<file path="src/rtl/pipeline_hazard_ctrl.sv">
// Hazard/sequencing controller for the F/D/E/M/W pipeline: E-stage forwarding,
// load-use stalls, branch flushes and a start/done sequencer for the MDU.
module pipeline_hazard_ctrl #(
  parameter int REG_AW      = 5,
  parameter int MDU_TIMEOUT = 64
) (
  input  logic              clk,
  input  logic              rst_n,
  input  logic [REG_AW-1:0] rs1_d,
  input  logic [REG_AW-1:0] rs2_d,
  input  logic [REG_AW-1:0] rs1_e,
  input  logic [REG_AW-1:0] rs2_e,
  input  logic [REG_AW-1:0] rd_e,
  input  logic [REG_AW-1:0] rd_m,
  input  logic [REG_AW-1:0] rd_w,
  input  logic              load_e,
  input  logic              reg_write_m,
  input  logic              reg_write_w,
  input  logic              pc_src_e,
  input  logic              mdu_op_e,
  input  logic              mdu_done,
  output logic [1:0]        forward_a_e,
  output logic [1:0]        forward_b_e,
  output logic              stall_f,
  output logic              stall_d,
  output logic              stall_e,
  output logic              flush_d,
  output logic              flush_e,
  output logic              flush_m,
  output logic              mdu_start,
  output logic              mdu_busy,
  output logic              mdu_timeout
);

  localparam int CW = $clog2(MDU_TIMEOUT + 1);
  localparam logic [CW-1:0] CNT_LAST = CW'(MDU_TIMEOUT - 1);

  typedef enum logic {IDLE = 1'b0, BUSY = 1'b1} state_t;

  state_t        state, state_n;
  logic [CW-1:0] cnt, cnt_n;
  logic          trip, hold, lw_stall;

  // M-stage producer is younger than W, so it wins when both match.
  function automatic logic [1:0] fwd_sel(input logic [REG_AW-1:0] rs);
    if (reg_write_m && rd_m == rs && rs != '0)      fwd_sel = 2'b10;
    else if (reg_write_w && rd_w == rs && rs != '0) fwd_sel = 2'b01;
    else                                            fwd_sel = 2'b00;
  endfunction

  assign forward_a_e = fwd_sel(rs1_e);
  assign forward_b_e = fwd_sel(rs2_e);
  assign lw_stall    = load_e && rd_e != '0 && (rd_e == rs1_d || rd_e == rs2_d);

  always_ff @(posedge clk) begin
    if (!rst_n) begin
      state       <= IDLE;
      cnt         <= '0;
      mdu_timeout <= 1'b0;
    end else begin
      state <= state_n;
      cnt   <= cnt_n;
      if (trip) mdu_timeout <= 1'b1;
    end
  end

  always_comb begin
    state_n = state;
    cnt_n   = cnt;
    trip    = 1'b0;
    case (state)
      IDLE: if (mdu_op_e) begin
        state_n = BUSY;
        cnt_n   = '0;
      end
      BUSY: if (mdu_done) begin
        state_n = IDLE;
      end else if (cnt == CNT_LAST) begin
        trip    = 1'b1;
        state_n = IDLE;
      end else begin
        cnt_n = cnt + 1'b1;
      end
      default: state_n = IDLE;
    endcase
  end

  // Reset forces bubbles everywhere and suppresses stalls and MDU launch.
  always_comb begin
    hold      = (state == IDLE) ? mdu_op_e : !mdu_done;
    mdu_busy  = (state == BUSY);
    mdu_start = rst_n && state == IDLE && mdu_op_e;
    stall_f   = rst_n && (hold || lw_stall);
    stall_d   = rst_n && (hold || lw_stall);
    stall_e   = rst_n && hold;
    flush_d   = !rst_n || (!hold && pc_src_e);
    flush_e   = !rst_n || (!hold && (pc_src_e || lw_stall));
    flush_m   = !rst_n || hold;
  end

endmodule
</file>
<file path="config.mk">
export PLATFORM = sky130hd
export DESIGN_NAME = pipeline_hazard_ctrl
export DESIGN_NICKNAME = d
export VERILOG_FILES = /design/src/rtl/pipeline_hazard_ctrl.sv
export SDC_FILE = /design/constraint.sdc
export NUM_CORES = 1
export LEC_CHECK = 0
export CAP_MARGIN = 20
export CORE_UTILIZATION = 29
export DETAILED_ROUTE_END_ITERATION = 10
export SLEW_MARGIN = 20
export SYNTH_ARGS = -nofsm -noshare
export SYNTH_HDL_FRONTEND = slang
export SYNTH_SLANG_ARGS = --single-unit
</file>
<file path="constraint.sdc">
create_clock -name clk -period 2.4 [get_ports clk]
set_input_delay 0.6 -clock clk [delete_from_list [all_inputs] [get_ports clk]]
set_output_delay 0.6 -clock clk [all_outputs]
set_load 0.05 [all_outputs]
</file>
==> run summary, run 1 <==
The tree built by TritonCTS fans out to 9 sinks. The final reports fail on DRC, setup timing. The share of the synthesized area in the top cell type was 19.4%; the count of warnings emitted by yosys was 0. The area growth from synthesis to layout is 106%. The min-delay analysis places its worst path in the category reg -> reg. The global router's overall resource usage is 20.0%, and the number of max-capacitance violations reported is 0. Of all cell types, the one taking the most synthesized area is dfxtp_1.

The average instance in the mapped netlist occupies 8.14 um^2. The initial utilization of the core area, before any placement, comes to 30.4%. The overall routed net length is 3130 um, and the sequential fraction of the synthesis area is 19.4%. The most common library cell in the layout ignoring fill and taps is buf_4. The logs give 1 for the count of H-tree levels built during CTS and 0 for the sum of overflow across all layers after global routing. For the final routed DRC violation total, the log shows 2.

The routability congestion estimate came out at 0.844. The area of the mapped netlist was 928 um^2; the routed wirelength normalized by instance count was 13.0 um. In this run, synthesis produced a sequential element count of 9. Filler cell count: 278. Clock tree synthesis inserted a total of 3 buffers. The flow ran to the end, but the final reports show violations. The run gives 5270 um as the first-pass GRT wire length. At the worst endpoint, the arrival time is 1870 ps. In this design, the critical path's most frequently occurring cell is nor4_4. The run gives 7 as the first-pass iteration count of the detailed router. Of all nets on the critical path, the largest fanout is 2. Counting both buffers and inverters, the worst setup path holds a total of 2.

Counting every net in the synthesized netlist gives 158. The combined area of the multi-input logic cells was 866 um^2; the antenna violation net count after detailed routing was 0. On the final layout, the worst hold slack is 479 ps. Cells with a size suffix above 1 make up 43.1% of the layout. The detailed router finished its first iteration with 28 violations. The worst setup path is captured at a primary output.

Total count of max-transition violations in the final report: 0. The worst setup path is launched from an input port. 0 antenna diodes ended up in the layout. The routed design could run at a clock period as short as 2470 ps. For the maximum clock path buffer count, the log shows 2. By startpoint and endpoint, the worst setup path is classified as in -> out. The initial antenna violation count is 0.

The count of vias placed by the detailed router came out at 1114. For this run, the slowest stage of the critical path takes 540 ps. The placed cell count came out at 236. For the worst path required time, the log shows 1800 ps. Ranked by total cell area, the synthesized netlist is headed by dfxtp_1, xnor2_1, xor2_1. The highest clock rate is 405 MHz, and the final number of hold-violating endpoints is 0. The final clock period utilization by the worst path works out to 103%.

Entering global routing, the biggest net connects 9 pins. The slew at the pin closest to its max-slew limit is 489 ps, and the full die area is 3430 um^2. On the critical path, the stage with the largest delay is an instance of or4_4.

Cell family contributing the most delay on the critical path: simple AND/OR/NAND/NOR gates. The die is 58.6 um tall. The worst path setup slack after routing was -68.2 ps. The top-level I/O count came out at 56. In this run the power density over the cells is 297 nW/um^2. The non-filler instance count after layout was 241. The chip width is 58.6 um, and the number of standard-cell rows in the floorplan is 20. Setup repair after global routing could not meet its margin everywhere.

The storage element area was 180 um^2; the count of nets after finishing was 242. Measured against its own limit, the worst slew margin works out to 67.3%. Setup violations remaining at the end of the flow were counted as 2. In this run the tool buffered the top-level ports with 55 buffer cells. The detailed placer's ending HPWL is 2730 um, and the synthesized netlist cell count is 114. The worst voltage drop across the vdd grid was 0.166 mV; the via count of the first global-routing pass was 1172.

The synthesized netlist contains 35 unique library cells. TritonCTS built the clock tree. The tools report the total leakage power as 0.781 nW. The run gives 250 ps as the source-to-sink clock delay at the later pin of the worst-skew pair.

Across the routed clock network, the largest skew measured is 3.06 ps. The tree is rooted in a clkbuf_4. The clock transition at the registers of the reported paths is 50 ps.

In the layout the commonest cells are buf_4, xnor2_1, buf_6, xor2_1, clkdlybuf4s50_1. The signal on the critical path passes through buf_6 -> or4_4 -> nor2_4 -> nor4_4 -> nor4_4 -> buf_12. The average via count per standard cell was 4.62; the floorplan core area was 3050 um^2.
sequential cells by signal, summed over array words and instances, names as in the netlist:
name         count
cnt              7
mdu_busy         1
mdu_timeout      1
worst min-delay path, cell delays in order, from the launching register on:
cell	delay, ps
dfxtp_1	330
a21oi_1	40
nor2_1	70
metal layers:
metal	vias up	share of wire (%)	GRT usage, %
li1	578	-	-
met1	499	42	24.4
met2	33	53	36.6
met3	4	4.1	3.96
met4	0	1.2	3.06
met5	-	0	0
synth_stat cells:
library cell,n
xnor2_1,16
xor2_1,14
nand2_1,10
dfxtp_1,9
a21oi_1,7
nand4_1,6
nor2_1,6
nand2b_1,5
nor4_2,4
a311oi_1,3
nand3_1,3
o21ai_0,3
nor2_4,2
nor2b_1,2
nor3_1,2
o31ai_1,2
or4_4,2
a22oi_1,1
a31oi_1,1
a41oi_1,1
and2_1,1
and3_1,1
and4_1,1
buf_4,1
clkbuf_1,1
clkbuf_2,1
clkinv_1,1
ha_1,1
inv_1,1
nand3b_1,1
o2111a_1,1
o21ai_2,1
o22a_1,1
o311ai_0,1
or4_1,1
layout make-up:
cell class                      instances  area share (%)
Timing Repair Buffer                   82            40.7
Inverter                                2           0.392
Multi-Input combinational cell        100            45.2
Sequential cell                         9            9.41
Clock buffer                            4            1.37
Tap cell                               44            2.88
per-stage QoR:
step                      instance area (um^2)  setup TNS (ps)  setup WS (ps)  power [mW]  utilization, %
after floorplan                            988            -765           -221       0.287               -
after global placement                    1840           -2690           -431       0.449            60.3
after detailed placement                  1840           -2890           -476       0.453            60.3
after CTS                                 1910            -395           -194       0.571            62.7
after global routing                      1910            -277           -103       0.601            62.7
final                                     1910            -123          -68.2       0.568            62.7
where the power goes:
part | total [mW] | switching, mW | internal [mW]
clock network | 0.112 | 0.0479 | 0.0637
logic | 0.301 | 0.147 | 0.154
registers | 0.156 | 0.00400 | 0.152
total | 0.568 | 0.199 | 0.369
timing repair:
item,4_1_cts,5_1_grt
endpoints found under the hold margin,0,0
endpoints found under the setup margin,7,8
pin swaps,26,22
setup buffers,2,0
resized for setup,93,26
hold buffers,0,0
cell families (layout without fill, tap and decap cells):
family | count (synthesis) | after routing | share of synthesized area (%)
AND/OR/NAND/NOR | 47 | 47 | 32.1
XOR/XNOR | 30 | 30 | 28.3
flip-flops | 9 | 9 | 19.4
AO/OA/AOI/OAI | 22 | 22 | 16.3
buffers and inverters | 5 | 88 | 2.56
adder cells (fa/ha/maj) | 1 | 1 | 1.35
final timing paths:
check / from / endpoint / slack [ps] / cells past startpoint
worst min-delay path: mdu_timeout$_SDFFE_PN0P_ / mdu_timeout$_SDFFE_PN0P_ / 480 / 2
worst max-delay path: rs1_e[2] / forward_a_e[0] / -70 / 6
worst min register to register: mdu_timeout$_SDFFE_PN0P_ / mdu_timeout$_SDFFE_PN0P_ / 480 / 2
worst max register to register: cnt[0]$_SDFFE_PN0P_ / cnt[5]$_SDFFE_PN0P_ / 850 / 5
(Power assumes the default switching activity.)
==> run 2: changes to the inputs <==
- SLEW_MARGIN: 20 -> not set
==> results of run 2 <==
Final layout, timing and power as in run 1 (identical DEF).
